`config.mk`:
```
export PLATFORM = sky130hd
export DESIGN_NAME = serial_addsub_flat
export DESIGN_NICKNAME = d
export VERILOG_FILES = /design/src/rtl/serial_addsub_pkg.sv /design/src/rtl/serial_addsub_if.sv /design/src/rtl/serial_addsub_fas1bit.sv /design/src/rtl/serial_addsub.sv /design/src/flat_wrapper.sv
export SDC_FILE = /design/constraint.sdc
export NUM_CORES = 1
export LEC_CHECK = 0
export ABC_CLOCK_PERIOD_IN_PS = 2250
export CAP_MARGIN = 0
export CORE_ASPECT_RATIO = 1.75
export CORE_UTILIZATION = 51
export DETAILED_ROUTE_END_ITERATION = 7
export HOLD_SLACK_MARGIN = 0.08
export PLACE_DENSITY = 0.78
export REMOVE_ABC_BUFFERS = 1
export SLEW_MARGIN = 20
export SYNTH_ARGS = -nofsm -noshare
export SYNTH_HDL_FRONTEND = slang
export SYNTH_HIERARCHICAL = 1
export SYNTH_SLANG_ARGS = --single-unit
```
`constraint.sdc`:
```
create_clock -name clk -period 2.25 [get_ports clk]
set_input_delay 0.5625 -clock clk [delete_from_list [all_inputs] [get_ports clk]]
set_output_delay 0.5625 -clock clk [all_outputs]
set_load 0.02 [all_outputs]
```
`src/rtl/serial_addsub_pkg.sv`:
```
// rtl/serial_addsub_pkg.sv - shared types and constants for the bit-serial adder/subtractor
package serial_addsub_pkg;

  // Sequencer states: waiting for operands, shifting bits, holding a result
  typedef enum logic [1:0] {
    IDLE = 2'd0,
    RUN  = 2'd1,
    DONE = 2'd2
  } sa_state_t;

  // Operation encoding on op_sub
  localparam logic SA_OP_ADD = 1'b0;
  localparam logic SA_OP_SUB = 1'b1;

  // Default operand width
  localparam int SA_WIDTH_DEF = 8;

endpackage

```
`src/rtl/serial_addsub_if.sv`:
```
// rtl/serial_addsub_if.sv - start/result handshake bundle for serial_addsub
interface serial_addsub_if
  import serial_addsub_pkg::*;
#(
  parameter int WIDTH = SA_WIDTH_DEF
);

  // Operation request channel
  logic             start_valid;
  logic             start_ready;
  logic [WIDTH-1:0] a_in;
  logic [WIDTH-1:0] b_in;
  logic             op_sub;

  // Result channel
  logic             res_valid;
  logic             res_ready;
  logic [WIDTH-1:0] result;
  logic             cout;
  logic             ovf;

  // Requester side: offers operations, consumes results
  modport master (
    output start_valid, a_in, b_in, op_sub, res_ready,
    input  start_ready, res_valid, result, cout, ovf
  );

  // Arithmetic block side
  modport slave (
    input  start_valid, a_in, b_in, op_sub, res_ready,
    output start_ready, res_valid, result, cout, ovf
  );

endinterface

```
`src/rtl/serial_addsub_fas1bit.sv`:
```
// rtl/serial_addsub_fas1bit.sv - one-bit full adder/subtractor cell
module fas1bit (
  input  logic a_i,
  input  logic b_i,
  input  logic cin_i,
  input  logic s_op_i,
  output logic s_o,
  output logic cout_o
);

  // In subtract mode B is inverted; the +1 comes in through the carry
  logic b_eff;

  // Sum and majority carry of a, effective b and carry-in
  always_comb begin
    b_eff  = b_i ^ s_op_i;
    s_o    = a_i ^ b_eff ^ cin_i;
    cout_o = (a_i & b_eff) | (a_i & cin_i) | (b_eff & cin_i);
  end

endmodule

```
`src/rtl/serial_addsub.sv`:
```
// rtl/serial_addsub.sv - LSB-first bit-serial adder/subtractor; SERIAL_ADDSUB_OVF_EN enables the ovf flag
module serial_addsub
  import serial_addsub_pkg::*;
#(
  parameter int WIDTH = SA_WIDTH_DEF
) (
  input  logic           clk,
  input  logic           rst_n,
  serial_addsub_if.slave bus
);

  // Bit counter only has to reach WIDTH-1
  localparam int CW = (WIDTH > 2) ? $clog2(WIDTH) : 1;
  localparam logic [CW-1:0] LAST_BIT = CW'(WIDTH - 1);

  sa_state_t        state_q, state_d;
  logic [WIDTH-1:0] a_sr_q, a_sr_d;
  logic [WIDTH-1:0] b_sr_q, b_sr_d;
  logic [WIDTH-1:0] res_sr_q, res_sr_d;
  logic [WIDTH-1:0] result_q, result_d;
  logic             op_q, op_d;
  logic             carry_q, carry_d;
  logic             cout_q, cout_d;
  logic [CW-1:0]    cnt_q, cnt_d;
`ifdef SERIAL_ADDSUB_OVF_EN
  logic             ovf_c_q, ovf_c_d;
`endif

  logic             accept;
  logic             start_ready_c;
  logic             cell_s;
  logic             cell_cout;

  // The single arithmetic cell, fed from the LSBs of the operand shifters
  fas1bit u_cell (
    .a_i    (a_sr_q[0]),
    .b_i    (b_sr_q[0]),
    .cin_i  (carry_q),
    .s_op_i (op_q),
    .s_o    (cell_s),
    .cout_o (cell_cout)
  );

  // Next-state and datapath control; results land in output regs only on the last bit
  always_comb begin
    state_d       = state_q;
    a_sr_d        = a_sr_q;
    b_sr_d        = b_sr_q;
    res_sr_d      = res_sr_q;
    result_d      = result_q;
    op_d          = op_q;
    carry_d       = carry_q;
    cout_d        = cout_q;
    cnt_d         = cnt_q;
`ifdef SERIAL_ADDSUB_OVF_EN
    ovf_c_d       = ovf_c_q;
`endif
    accept        = 1'b0;
    start_ready_c = 1'b0;

    case (state_q)
      IDLE: begin
        start_ready_c = 1'b1;
        accept        = bus.start_valid;
      end

      RUN: begin
        a_sr_d   = {1'b0, a_sr_q[WIDTH-1:1]};
        b_sr_d   = {1'b0, b_sr_q[WIDTH-1:1]};
        res_sr_d = {cell_s, res_sr_q[WIDTH-1:1]};
        carry_d  = cell_cout;
        if (cnt_q == LAST_BIT) begin
          // carry_q here is the carry into the MSB
          result_d = {cell_s, res_sr_q[WIDTH-1:1]};
          cout_d   = cell_cout;
`ifdef SERIAL_ADDSUB_OVF_EN
          ovf_c_d  = carry_q;
`endif
          state_d  = DONE;
        end else begin
          cnt_d = cnt_q + 1'b1;
        end
      end

      DONE: begin
        if (bus.res_ready) begin
          start_ready_c = 1'b1;
          accept        = bus.start_valid;
          state_d       = IDLE;
        end
      end

      default: begin
        state_d = IDLE;
      end
    endcase

    // New operation: carry preset to 1 on subtract supplies the two's complement +1
    if (accept) begin
      a_sr_d   = bus.a_in;
      b_sr_d   = bus.b_in;
      op_d     = bus.op_sub;
      carry_d  = (bus.op_sub == SA_OP_SUB);
      cnt_d    = '0;
      res_sr_d = '0;
      state_d  = RUN;
    end
  end

  // State and datapath registers; reset aborts any operation in flight
  always_ff @(posedge clk or negedge rst_n) begin
    if (!rst_n) begin
      state_q  <= IDLE;
      a_sr_q   <= '0;
      b_sr_q   <= '0;
      res_sr_q <= '0;
      result_q <= '0;
      op_q     <= 1'b0;
      carry_q  <= 1'b0;
      cout_q   <= 1'b0;
      cnt_q    <= '0;
`ifdef SERIAL_ADDSUB_OVF_EN
      ovf_c_q  <= 1'b0;
`endif
    end else begin
      state_q  <= state_d;
      a_sr_q   <= a_sr_d;
      b_sr_q   <= b_sr_d;
      res_sr_q <= res_sr_d;
      result_q <= result_d;
      op_q     <= op_d;
      carry_q  <= carry_d;
      cout_q   <= cout_d;
      cnt_q    <= cnt_d;
`ifdef SERIAL_ADDSUB_OVF_EN
      ovf_c_q  <= ovf_c_d;
`endif
    end
  end

  assign bus.start_ready = start_ready_c;
  assign bus.res_valid   = (state_q == DONE);
  assign bus.result      = result_q;
  assign bus.cout        = cout_q;
`ifdef SERIAL_ADDSUB_OVF_EN
  // Signed overflow: carry into MSB differs from carry out of MSB
  assign bus.ovf         = ovf_c_q ^ cout_q;
`else
  assign bus.ovf         = 1'b0;
`endif

endmodule
```
`src/flat_wrapper.sv`:
```
// flat-port wrapper written by rule: the top's interface ports become plain ports
module serial_addsub_flat import serial_addsub_pkg::*;
#(
  parameter int WIDTH = SA_WIDTH_DEF
)
  (clk, rst_n, bus_start_valid, bus_a_in, bus_b_in, bus_op_sub, bus_res_ready, bus_start_ready, bus_res_valid, bus_result, bus_cout, bus_ovf);
  serial_addsub_if #(.WIDTH(WIDTH)) bus_i ();
  input  logic clk;
  input  logic rst_n;
  input wire logic [$bits(bus_i.start_valid)-1:0] bus_start_valid;
  input wire logic [$bits(bus_i.a_in)-1:0] bus_a_in;
  input wire logic [$bits(bus_i.b_in)-1:0] bus_b_in;
  input wire logic [$bits(bus_i.op_sub)-1:0] bus_op_sub;
  input wire logic [$bits(bus_i.res_ready)-1:0] bus_res_ready;
  output wire logic [$bits(bus_i.start_ready)-1:0] bus_start_ready;
  output wire logic [$bits(bus_i.res_valid)-1:0] bus_res_valid;
  output wire logic [$bits(bus_i.result)-1:0] bus_result;
  output wire logic [$bits(bus_i.cout)-1:0] bus_cout;
  output wire logic [$bits(bus_i.ovf)-1:0] bus_ovf;
  assign bus_i.start_valid = bus_start_valid;
  assign bus_i.a_in = bus_a_in;
  assign bus_i.b_in = bus_b_in;
  assign bus_i.op_sub = bus_op_sub;
  assign bus_i.res_ready = bus_res_ready;
  assign bus_start_ready = bus_i.start_ready;
  assign bus_res_valid = bus_i.res_valid;
  assign bus_result = bus_i.result;
  assign bus_cout = bus_i.cout;
  assign bus_ovf = bus_i.ovf;
  serial_addsub #(.WIDTH(WIDTH)) u_core (.clk(clk), .rst_n(rst_n), .bus(bus_i));
endmodule
```
Yosys cells after proc, flatten, opt, wreduce, memory -nomap -nowiden
Cells that the tools add are included.
{"block": "word_totals", "register_bits": 40, "latch_bits": 0, "mem_bits_rw": 0, "mem_bits_ro": 0, "out_inout_bits": 12, "elab_cells": 49, "mem_count": 0}
{"block": "op_classes", "addsub": 1, "multipliers": 0, "n_div": 0, "n_lt_le_gt_ge": 0, "eq_ne": 7, "shifts": 0, "mux": 19, "n_bitwise": 8, "reduce_logical": 5}
{"op": "$mux W8", "n": 6}
{"op": "$mux W3", "n": 3}
{"op": "$mux W2", "n": 3}
{"op": "$pmux W2 S3", "n": 1}
{"op": "$mux W1", "n": 4}
{"op": "$ne A2 B1 Y1 const B", "n": 2}
{"op": "$pmux W1 S2", "n": 2}
{"op": "$reduce_and A2 Y1", "n": 2}
{"op": "$add A3 B1 Y3 const B", "n": 1}
{"op": "$and A1 B1 Y1", "n": 3}
{"op": "$eq A3 B3 Y1 const B", "n": 1}
{"op": "$ne A3 B1 Y1 const B", "n": 1}
{"op": "$ne A3 B2 Y1 const B", "n": 1}
{"op": "$reduce_and A3 Y1", "n": 1}
{"op": "$xor A1 B1 Y1", "n": 3}
{"op": "$eq A2 B1 Y1 const B", "n": 1}
{"op": "$eq A2 B2 Y1 const B", "n": 1}
{"op": "$logic_not A2 Y1", "n": 1}
{"op": "$or A1 B1 Y1", "n": 2}
{"op": "$reduce_bool A2 Y1", "n": 1}

Longest topological paths before layout
Gate-level depths: netlist (run 1).
{"block": "depth", "word_depth": 6, "depth_mapped": 6}

Modules after synthesis
Netlist (run 1), hierarchy kept.
{"mod": "serial_addsub", "n_inst": 1, "cells_each": 151, "area_per_inst_um2": 1696.6, "seq_area_each_um2": 975.9}
{"mod": "fas1bit", "n_inst": 1, "cells_each": 6, "area_per_inst_um2": 43.8, "seq_area_each_um2": 0.0}

Worst setup path after synthesis (run 1)
No wires, ideal clock.
{"block": "synth_path", "kind": "input-to-output", "start": "input port bus_res_ready", "end": "output port bus_start_ready", "arrival_time_ns": 1.153, "required_time_ns": 1.688, "path_slack_ns": 0.534, "path_stages": 3, "n_path_buf": 1, "cell_sequence": "nand2b_1 -> buf_2 -> nor2b_1"}
{"block": "synth_via", "elab_chain_len": 2}
{"element": "start: declaration", "line": "flat_wrapper.sv:14", "text": "input wire logic [$bits(bus_i.res_ready)-1:0] bus_res_ready;"}
{"element": "$mux W1", "line": "serial_addsub.sv:86", "text": "if (bus.res_ready) begin"}
{"element": "$pmux W1 S2", "line": "serial_addsub.sv:61", "text": "case (state_q)"}
{"element": "end: declaration", "line": "flat_wrapper.sv:15", "text": "output wire logic [$bits(bus_i.start_ready)-1:0] bus_start_ready;"}
No other way between the ends.

Worst setup path in the final report (run 1)
Ends and elaborated chain as after synthesis.

==> metrics list, run 1 <==
* Number of nets at the end of the flow: between 200 and 250
- The region available for standard cell placement spans roughly 3200 um^2.
- In the synthesized netlist the async set-or-reset flop fraction comes to 1.00.
- Internal power: slightly above 2 mW
- Placed inst area: about 2100 um^2
- In this run the power spent charging and discharging nets is 1.06 mW.
* Delay contributed by the slowest stage of the critical path: 0.47 ns
- The analysis attributes to cell leakage a power of between 1 and 1.5 nW.
* Clock tree from TritonCTS: built
- First-pass GRT wire length: ~5900 um
- Setup repair after global routing left no endpoint under its margin.
- Commonest register cell after synthesis: sky130_fd_sc_hd__dfrtp_1
- Summed over all nets, the half-perimeter wirelength after detailed placement is 2400 um.
* Floorplan die area: 3660 um^2
- The worst setup path is of the input pin to primary output kind.
- R2R Setup Slk: around 0.50 ns
- After detailed routing, the number of vias per cell comes to between 5 and 6.
- Max stage delay cell, worst path: sky130_fd_sc_hd__clkdlybuf4s50_1
- Number of H-tree branching levels: 2
- The final number of hold-violating endpoints was 0.
* Startpoint Class: input pin
- Die height: between 70 and 80 um
* Share of the cycle needed by the critical path after routing: 0.974
- Proportion of synthesized chip area in sequential cells: 0.561
* Post-cts sizing count: 1
* Sink count of the clock tree: 39
- Across the routed clock network, the largest skew measured is 0.00911 ns.
* Highest fanout seen on the critical path: 2
- GR Overflow Total: 0
- Hold-fix buffer count after cts: 0
- Number of primary I/O pins: 33
* Most area-consuming cells after synthesis: sky130_fd_sc_hd__dfrtp_1, sky130_fd_sc_hd__mux2i_1, sky130_fd_sc_hd__mux2_2, sky130_fd_sc_hd__nand3_1, sky130_fd_sc_hd__o21ai_0
- Final count of negative-setup-slack endpoints: 0
- Vias: around 1300
* R2R cell count: 3
* Clock period minus final worst setup slack: roughly 2.2 ns
- In this run the power density over the cells is approximately 1400 nW/um^2.
- Data on the critical path is required at its endpoint by roughly 1.7 ns.
- Detailed Routing Iterations Pass 1: 4
* Worst-Margin Slew: about 0.84 ns
- Count of flip-flops with a built-in enable after synthesis: 0
- The number of antenna diodes in the final layout is 0.
* Post-CTS repair timing setup buffer count: 0
- Final estimated routing congestion in global placement: 0.735
- Once layout is complete, the utilization of the core stands at 0.694.
- Worst setup path startpoint: bus_res_ready
- By instance count, the leading cell after synthesis is sky130_fd_sc_hd__dfrtp_1.
* Achievable clock frequency: 456 MHz
- Chip Width: 46.2 um
* Final routed DRC violation total: 0
- The via count of the first global-routing pass came to approximately 1300.
- Of the total power, combinational logic draws 0.404.
- Crit Reg-Reg Startpoint: u_core/state_q[1]
* Multi-input logic area: about 670 um^2
- Total CTS buffers: 5
* Cell accounting for the most synthesized area: sky130_fd_sc_hd__dfrtp_1
- Registers take between 900 and 1000 um^2.
- WL/cell: roughly 15 um
* GR Util All Layers: 0.225
* Initial core utilization: 0.542
* Post-synthesis average cell area: ~11 um^2
- In the synthesized netlist, the number of instances is around 160.
- Portion of total power attributed to sequential cells: 0.378
* Buffer levels on the longest clock path: 2
- VDD sags by at most 0.000933 V.
* Status: finished, final reports clean
* Final non-filler cell total: 234
- Total Wirelength: ~3500 um
* Distinct cell type count after synthesis: 25
- The Yosys step of the flow raised 6 warnings.
* Number of core rows: 27
- The endpoint identified for the worst register-to-register timing path is u_core/bus.result[5].
- Of the total power, the share spent switching nets is 0.341.
- Total Neg Setup Slack: 0 ns
- With fillers left out, the area of the finished cells amounts to 2230 um^2.
* Drt first-iter violations: 32
- The total count of max-transition violations in the final report came to 0.
- At the worst endpoint, the arrival time is ~1.6 ns.
- Crit. End Element: primary output
- Relative to the synthesized area, the layout overhead comes to 27.9%.
* Detail Route Antenna Nets: 0
- The mapped netlist covers 1740 um^2.
- Post-layout total power: roughly 3 mW
- Relative slew margins: 0.439
* Count of buffers inserted at the top-level ports: 31
- FILL cells: ~260
* Register clock-pin slew on the reported worst setup and hold paths: 0.07 ns
* Flip-flop and latch count after synthesis: 39
* Maximum number of pins on one net before global-route repair: 40
- Area share of the largest cell type after synthesis: 0.561
- Cell chain of the critical path: clkdlybuf4s50_1 -> nand2b_1 -> nor2b_1 -> clkdlybuf4s15_1
- Clock network power share: 0.219
- Counting tap cells, the placed design contains a total of between 200 and 250 instances.
* Most frequent cells after synthesis: sky130_fd_sc_hd__dfrtp_1, sky130_fd_sc_hd__nand2_1, sky130_fd_sc_hd__nand3_1, sky130_fd_sc_hd__o21ai_0, sky130_fd_sc_hd__mux2i_1
* Initial antenna violation count: 0
- Layout cell share with drive strength beyond 1: 0.131
* Buffer type at the clock tree root: sky130_fd_sc_hd__clkbuf_8
* Class of the tightest hold or removal check: input pin to asynchronous set/reset pin
- The most critical setup path has its endpoint at bus_start_ready.
- Max-cap violations in this run came to 0.
* Later-pin clock latency in the skew report: around 0.29 ns
## per-layer routing
layer | GRT usage | up-vias | part of all wire
met5 | 0 | - | 0
met4 | 0.0912 | 0 | 0.017
met3 | 0.0614 | 6 | 0.032
met2 | 0.387 | 26 | 0.57
met1 | 0.248 | 636 | 0.38
li1 | - | 596 | -
## metrics by stage
stage	hold slack, ns	worst slack, ns
finish	0.373	0.0579
global route	0.432	0.0324
CTS	0.401	0.0353
detailed placement	0.495	-0.237
global placement	0.487	-0.181
floorplan	0.267	0.205
## area by class of cell
| type | instances | share of cell area |
|---|---|---|
| Multi-Input combinational cell | 100 | 0.303 |
| Clock buffer | 6 | 0.0326 |
| Inverter | 7 | 0.0118 |
| Tap cell | 43 | 0.0242 |
| Timing Repair Buffer | 37 | 0.163 |
| Clock inverter | 2 | 0.0270 |
| Sequential cell | 39 | 0.438 |
## state kept, by name (all words and copies together), names as in the netlist
| name | cells |
|---|---|
| u_core/a_sr_q | 8 |
| u_core/b_sr_q | 8 |
| u_core/bus.cout | 1 |
| u_core/bus.result | 8 |
| u_core/carry_q | 1 |
| u_core/cnt_q | 3 |
| u_core/op_q | 1 |
| u_core/res_sr_q | 7 |
| u_core/state_q | 2 |
## worst max-delay path: cells and delay by family
family | cells | cell delay [ns]
buffers and inverters | 2 | 0.79
AND/OR/NAND/NOR | 2 | 0.28
## power groups by stage
| stage | clock [mW] | sequential (mW) | combinational (mW) |
|---|---|---|---|
| 3_3_place_gp | 0 | 1.16 | 1.18 |
| 2_1_floorplan | 0 | 1.21 | 0.746 |
| 5_1_grt | 0.721 | 1.20 | 1.39 |
| 6_report | 0.676 | 1.17 | 1.25 |
| 3_5_place_dp | 0 | 1.18 | 1.24 |
| 4_1_cts | 0.687 | 1.17 | 1.26 |
## placed cells by master, fill, tap and decap left out, drive strengths merged
cell | netlist | final
fa | 1 | 1
buf | 9 | 7
and2 | 3 | 3
a221o | 2 | 2
o21ai | 17 | 17
clkdlybuf4s50 | 0 | 29
mux2i | 13 | 13
mux2 | 10 | 10
conb | 1 | 1
nand2b | 3 | 3
nand3 | 15 | 15
and2b | 1 | 1
inv | 7 | 7
bufinv | 0 | 2
xnor2 | 1 | 1
ha | 2 | 2
a22o | 2 | 2
nand2 | 17 | 17
a21oi | 9 | 9
dfrtp | 39 | 39
nor2b | 2 | 2
clkdlybuf4s15 | 0 | 1
nor3b | 1 | 1
clkbuf | 2 | 6
## worst min path at each step
stage / endpoint / from
after floorplan: u_core/a_sr_q[0] / rst_n
after global placement: u_core/bus.result[3] / u_core/bus.result[3]
after detailed placement: u_core/bus.cout / u_core/bus.cout
after CTS: u_core/res_sr_q[6] / rst_n
after global routing: u_core/bus.result[4] / rst_n
final: u_core/bus.result[2] / rst_n
## logic make-up after synthesis
group           share of synthesized area
simple gates                        0.119
xor+xnor                          0.00503
fa+ha+maj                          0.0259
flops                               0.561
compound gates                     0.0963
other cells                       0.00215
buf+inv                            0.0518
mux                                 0.139
Power figures use the tool's default switching activity.
==> inputs of run 2 (changes only) <==
- ABC_CLOCK_PERIOD_IN_PS: 2250 -> 2470
- CORE_ASPECT_RATIO: 1.75 -> 1.2
- SKIP_LAST_GASP: unset -> 1
- clock period: 2.25 -> 2.47 ns (I/O delays scaled with it)
==> run 2 against run 1 <==
Non-clock buffer count fell by 1. Wire length fell by 5.2%. Critical endpoint unchanged. Highest routed layer unchanged. Final cell count fell by 3.4%. Die area fell by 0.24%.
==> metrics list, run 2 (same netlist as run 1, synthesis figures left out) <==
- The worst voltage drop across the vdd grid came to 0.000973 V (+4.3%).
- Placed inst area: 2060 um^2 (-1.4%)
- Sink count of the clock tree: 39 (unchanged)
* Status: finished, final reports clean
- Most common cell after layout, fill and taps aside: sky130_fd_sc_hd__dfrtp_1
* Post-CTS repair timing setup buffer count: 0 (unchanged)
- Achievable clock frequency: approximately 430 MHz
- Floorplan die area: 3650 um^2 (-0.24%)
* Cell depth of the worst setup path: 4 (unchanged)
- Post-layout total power: 2.52 mW (-19%)
- The worst-case clock buffer depth was 2 (unchanged).
- Total CTS buffers: 5 (unchanged)
- The final number of hold-violating endpoints came to 0 (unchanged).
* FILL cells: 265 (+2.3%)
- The clock slew at the register clock pins of the worst setup and hold paths came to 0.11 ns (+0.04 ns).
- Drt first-iter violations: 30 (-6.3%)
- Die height: 66.0 um (-17%)
- The cell sitting at the root of the clock tree is a sky130_fd_sc_hd__clkbuf_4.
- Delay contributed by the slowest stage of the critical path: 0.47 ns (about the same)
- TritonCTS built the clock tree.
- Portion of total power attributed to sequential cells: 0.420 (+0.042)
- The final routed wire length divided by cell count came to 14.5 um (-1.8%).
- STA classifies the critical path endpoint as a primary output.
* GR Overflow Total: 0 (unchanged)
- The number of max-cap violations was 0 (unchanged).
* Relative slew margins: 0.439 (+0.000583)
* Worst setup path startpoint: bus_res_ready
* Vias per cell: 5.59 (+3.5%)
* Worst-Margin Slew: 0.841 ns (-0.000875 ns)
- The number of diodes added for antenna fixing is 0 (unchanged).
* Total Wirelength: 3280 um (-5.2%)
- Count of buffers inserted at the top-level ports: 31 (unchanged)
- The total global-route track usage came to 0.209 (-0.0165).
- Skew final: 0.00757 ns (-0.00155 ns)
- Walking the worst path, the cells encountered are clkdlybuf4s50_1 -> nand2b_1 -> nor2b_1 -> dlygate4sd2_1.
* Worst Hold Slack: 0.368 ns (-0.00481 ns)
* Initial antenna violation count: 0 (unchanged)
* Leakage power summed over all cells: 0.982 nW (-3.3%)
- The largest individual stage delay along the critical path comes from the cell sky130_fd_sc_hd__clkdlybuf4s50_1.
* Number of pins exceeding their max-slew limit in the final report: 0 (unchanged)
- The share of total power in the clock network came to 0.144 (-0.075).
- The final cell area excluding filler cells is 2130 um^2 (-4.2%).
- The maximum fanout encountered on the critical timing path was 2 (unchanged).
- The initial core utilization came to 0.550 (+0.00750).
- The switching power share of the total was 0.365 (+0.0234).
- Vias: 1263 (-0.079%)
- Detail Route Antenna Nets: 0 (unchanged)
- Most frequent cells in the layout: sky130_fd_sc_hd__dfrtp_1, sky130_fd_sc_hd__clkdlybuf4s50_1, sky130_fd_sc_hd__nand2_1
* Power share of the combinational group: 0.435 (+0.031)
- Class of the tightest hold or removal check: input pin to asynchronous set/reset pin
- Area Overhead vs Synth: 22.5%
* First-pass GRT wire length: 5710 um (-3.3%)
* Unrepaired setup endpoints after global routing: false
- The via count of the first global-routing pass was 1298 (+0.31%).
- The I/O pin count came to 33 (unchanged).
* Pwr Density: 1180 nW/um^2 (-15%)
- The worst setup path is launched from an input pin.
- The H-tree depth was 2 (unchanged).
- Chip Width: 55.3 um (+20%)
- The number of standard-cell rows in the floorplan was 22 (-19%).
- The count of buffering cells on the critical path with inverters included was 2 (unchanged).
- Detailed Routing Iterations Pass 1: 4 (unchanged)
- R2R cell count: 5 (+2)
- Layout cell share with drive strength beyond 1: 0.126 (-0.00457)
- The required time at the endpoint of the critical path was 1.85 ns (+0.16 ns).
- The maximum number of pins on one net before global-route repair came to 40 (unchanged).
* Detailed placer's ending HPWL: 2330 um (-2.8%)
- Later-pin clock latency in the skew report: 0.34 ns (+0.05 ns)
- The internal portion of total power came to 1.60 mW (-21%).
- The final count of negative-setup-slack endpoints was 0 (unchanged).
- Crit Reg-Reg Startpoint: u_core/cnt_q[0]
- The area of the core was 3170 um^2 (-1.4%).
- The arrival time of data at the critical path endpoint was 1.72 ns (+0.09 ns).
- Kind of critical path: input pin to primary output
- The net count reported at finish is 213 (-0.47%).
- Final routed DRC violation total: 0 (unchanged)
- In this design, the largest share of critical-path delay is due to buffers and inverters.
- After layout, the minimum clock period comes to ~2.3 ns.
- Net Sw Power: 0.919 mW (-13%)
- The weighted congestion at the end of routability-driven global placement was 0.768 (+4.5%).
* Share of the cycle needed by the critical path after routing: 0.948
* Hold-fix buffer count after cts: 0 (unchanged)
-- run 2: final timing paths --
check | slack (ns) | end
worst max-delay path | 0.13 | bus_start_ready
worst min-delay path | 0.37 | u_core/state_q[1]
worst max register to register | 0.72 | u_core/cnt_q[0]
worst min register to register | 0.52 | u_core/bus.result[2]
max in group asynchronous | 1.58 | u_core/a_sr_q[5]
min in group clk | 0.52 | u_core/bus.result[2]
-- run 2: power by group through the flow --
stage	sequential (mW)	clock, mW	combinational (mW)
2_1_floorplan	1.11	0	0.680
3_3_place_gp	1.06	0	1.06
3_5_place_dp	1.08	0	1.11
4_1_cts	1.06	0.374	1.11
5_1_grt	1.09	0.400	1.23
6_report	1.06	0.364	1.10
-- run 2: per-stage QoR --
stage                     worst slack, ns   util  TNS (ns)  instances
after detailed placement           -0.149  0.652    -0.149        218
final                               0.128  0.674         0        226
after floorplan                     0.370      -         0        146
after CTS                           0.124  0.674         0        226
after global routing               0.0951  0.674         0        226
after global placement            -0.0670  0.652   -0.0670        218
-- run 2: worst reg2reg max path: stages, from the launching register on --
cell	delay (ns)
sky130_fd_sc_hd__dfrtp_1	0.40
sky130_fd_sc_hd__ha_1	0.20
sky130_fd_sc_hd__ha_1	0.20
sky130_fd_sc_hd__nor3b_1	0.40
sky130_fd_sc_hd__a21oi_1	0.15
sky130_fd_sc_hd__mux2_2	0.30
-- run 2: final cells by class --
type / instances / area, um^2 / share of cell area
Sequential cell: 39 / 976 / 0.458
Inverter: 7 / 26.3 / 0.0123
Clock buffer: 8 / 68.8 / 0.0323
Multi-Input combinational cell: 100 / 674 / 0.316
Tap cell: 36 / 45.0 / 0.0211
Timing Repair Buffer: 36 / 342 / 0.160
-- run 2: what timing repair did --
| action | in CTS | in global routing |
|---|---|---|
| endpoints found under the hold margin | 0 | 0 |
| endpoints found under the setup margin | 1 | 0 |
| gates resized for setup | 1 | 0 |
-- run 2: routing by layer --
layer	routed length, um	vias up	GRT usage
met5	0	-	0
met4	85	0	0.109
met3	138	8	0.0665
met2	1720	35	0.377
met1	1340	622	0.217
li1	-	598	-
==> inputs of run 3 (changes only) <==
- CAP_MARGIN: 0 -> 20
- CORE_UTILIZATION: 51 -> 43
- PLACE_DENSITY: 0.78 -> 0.68
==> run 3 against run 2 <==
Fmax increased by 2.7%. Via count decreased by 1.3%. Flip-flop and latch count unchanged. Worst setup slack improved by 0.061 ns. Wire length unchanged. Worst hold slack improved by 0.059 ns. Largest cell class unchanged. Highest routed layer unchanged.
==> metrics list, run 3 (same netlist as run 1, synthesis figures left out) <==
* Pwr Density: 1190 nW/um^2 (+0.51%)
- Hold Fails Final Rpt: 0 (unchanged)
- Clock period minus final worst setup slack: 2.28 ns (-0.0614 ns)
- Detailed Routing Iterations Pass 1: 4 (unchanged)
- Number of core rows: 24 (+9.1%)
- Skew final: 0.00201 ns (-0.00555 ns)
- The total detailed-routing wirelength came to 3280 um (unchanged).
- Number of max-cap violations: 0 (unchanged)
- Sink count of the clock tree: 39 (unchanged)
- The filler-free cell count of the finished design was 243 (+7.5%).
- The clock slew at the register clock pins of the worst setup and hold paths is 0.07 ns (-0.04 ns).
- The I/O pin count is 33 (unchanged).
- Relative slew margins: 0.436 (-0.00326)
* Metal-1 WL: 1440 um (+7.8%)
- The violation count after the first detailed-routing iteration was 55 (+83%).
* Number of nets at the end of the flow: 214 (+0.47%)
- The stage delay of the slowest cell on the critical path came to 0.47 ns (about the same).
- Worst voltage drop across the vdd grid: 0.000478 V (-51%)
- Final estimated routing congestion in global placement: 0.748 (-2.7%)
- Status: finished, final reports clean
- The met2 wirelength from detailed routing was 1670 um (-2.8%).
* Count of buffers inserted at the top-level ports: 31 (unchanged)
- The area of the core is 3750 um^2 (+19%).
* WL/cell: 13.5 um (-7.0%)
- Number of pins exceeding their max-slew limit in the final report: 0 (unchanged)
- Final count of negative-setup-slack endpoints: 0 (unchanged)
- In this run the clock root is driven by a sky130_fd_sc_hd__clkbuf_8.
- The amount of wire on met3 after detailed routing was 121 um (-12%).
- The clock latency of the later-clocked register in the worst-skew pair was 0.29 ns (-0.05 ns).
- The total congestion overflow after global routing came to 0 (unchanged).
* Kind of critical path: input pin to primary output
- Max stage delay cell, worst path: sky130_fd_sc_hd__clkdlybuf4s50_1
- The tightest min-delay check is of the input pin to asynchronous set/reset pin type.
* Final routed DRC violation total: 0 (unchanged)
- The library cell used most frequently in the layout, excluding fill and tap cells, is sky130_fd_sc_hd__dfrtp_1.
- STA classifies the critical path startpoint as an input pin.
* Core utilization of the finished layout: 0.579 (-0.0942)
- Achievable clock frequency: 439 MHz (+2.7%)
* Via count of the first global-routing pass: 1263 (-2.7%)
- Placed cell count: 235 (+7.8%)
- The number of diodes added for antenna fixing came to 0 (unchanged).
- The number of buffers inserted to repair setup after CTS came to 0 (unchanged).
- Most frequent cells in the layout: sky130_fd_sc_hd__dfrtp_1, sky130_fd_sc_hd__clkdlybuf4s50_1, sky130_fd_sc_hd__nand2_1
* Worst-Margin Slew: 0.846 ns (+0.00489 ns)
* First-pass GRT wire length: 5600 um (-1.9%)
* Data arrival time of the critical path: 1.66 ns (-0.06 ns)
- The maximum number of pins on one net before global-route repair is 40 (unchanged).
- Detailed placer's ending HPWL: 2260 um (-3.2%)
* Buffer levels on the longest clock path: 2 (unchanged)
- TritonCTS built the clock tree.
- The total via count in the routed design came to 1247 (-1.3%).
- The vias per cell was 5.13 (-8.2%).
- The ratio of final minimum period to clock period is 0.923 (-0.0248).
- The startpoint identified for the worst register-to-register timing path is u_core/cnt_q[0].
* Worst EP required: 1.85 ns (about the same)
- Hold-fix buffer count after cts: 0 (unchanged)
- Initial core utilization: 0.464 (-0.0861)
- Topmost layer with routed signal wires: met4
* Layout cell share with drive strength beyond 1: 0.136 (+0.00981)
- The remaining antenna violation count is 0 (unchanged).
- The number of clock buffers inserted by TritonCTS came to 5 (unchanged).
* Number of H-tree branching levels: 2 (unchanged)
- The die width came to 60.1 um (+8.6%).
* Unrepaired setup endpoints after global routing: false
- The post-CTS resize count was 1 (unchanged).
* Die height: 71.7 um (+8.6%)
* Leakage power summed over all cells: 0.995 nW (+1.4%)
- The die area was 4310 um^2 (+18%).
- Compared with the post-synthesis result, the final layout area differs by 24.9%.
- Highest fanout seen on the critical path: 2 (unchanged)
- Cell chain of the critical path: clkdlybuf4s50_1 -> nand2b_1 -> nor2b_1 -> dlygate4sd2_1
- The most critical setup path has its startpoint at bus_res_ready.
- Crit. End Element: primary output
- The total global-route track usage is 0.178 (-0.0312).
- The number of antenna violations at the first check in global routing was 0 (unchanged).
==> run 3: stage by stage <==
| stage | power (mW) | hold WS (ns) | TNS [ns] | area [um^2] | setup slack (ns) |
|---|---|---|---|---|---|
| 6_report | 2.58 | 0.426 | 0 | 2170 | 0.190 |
| 5_1_grt | 2.78 | 0.506 | 0 | 2170 | 0.132 |
| 4_1_cts | 2.61 | 0.460 | 0 | 2170 | 0.186 |
| 3_5_place_dp | 2.20 | 0.493 | -0.0881 | 2090 | -0.0881 |
| 3_3_place_gp | 2.13 | 0.487 | -0.0688 | 2090 | -0.0688 |
| 2_1_floorplan | 1.79 | 0.322 | 0 | 1680 | 0.370 |
==> run 3: metal layers <==
layer	global-route usage	up-vias
met1	0.201	613
li1	-	596
met2	0.300	34
met4	0.0724	0
met3	0.0614	4
met5	0	-
==> run 3: path summary, 6_finish.rpt <==
check	endpoint	slack, ns	cells past startpoint
min in group clk	u_core/bus.result[6]	0.50	1
worst min register to register	u_core/bus.result[6]	0.50	1
worst min-delay path	u_core/bus.result[2]	0.43	1
worst max register to register	u_core/cnt_q[0]	0.75	5
max in group asynchronous	u_core/b_sr_q[6]	1.51	1
worst max-delay path	bus_start_ready	0.19	4
==> run 3: power breakdown <==
group	leakage (nW)	internal (mW)	switching [mW]
Clock	0.0477	0.193	0.218
Sequential	0.503	0.907	0.150
Combinational	0.445	0.540	0.576
Total	0.995	1.64	0.943
==> run 3: worst max-delay path: cells and delay by family <==
kind	cells	cell delay [ns]
buffers and inverters	2	0.80
and+or+nand+nor	2	0.24
==> run 3: final cells by class <==
| class | count | area [um^2] |
|---|---|---|
| sequential | 39 | 976 |
| clock buffer | 5 | 68.8 |
| fill | 324 | 1580 |
| timing repair buffer | 37 | 349 |
| inverter | 7 | 26.3 |
| clock inverter | 3 | 15.0 |
| tap | 52 | 65.1 |
| multi-input combinational | 100 | 674 |
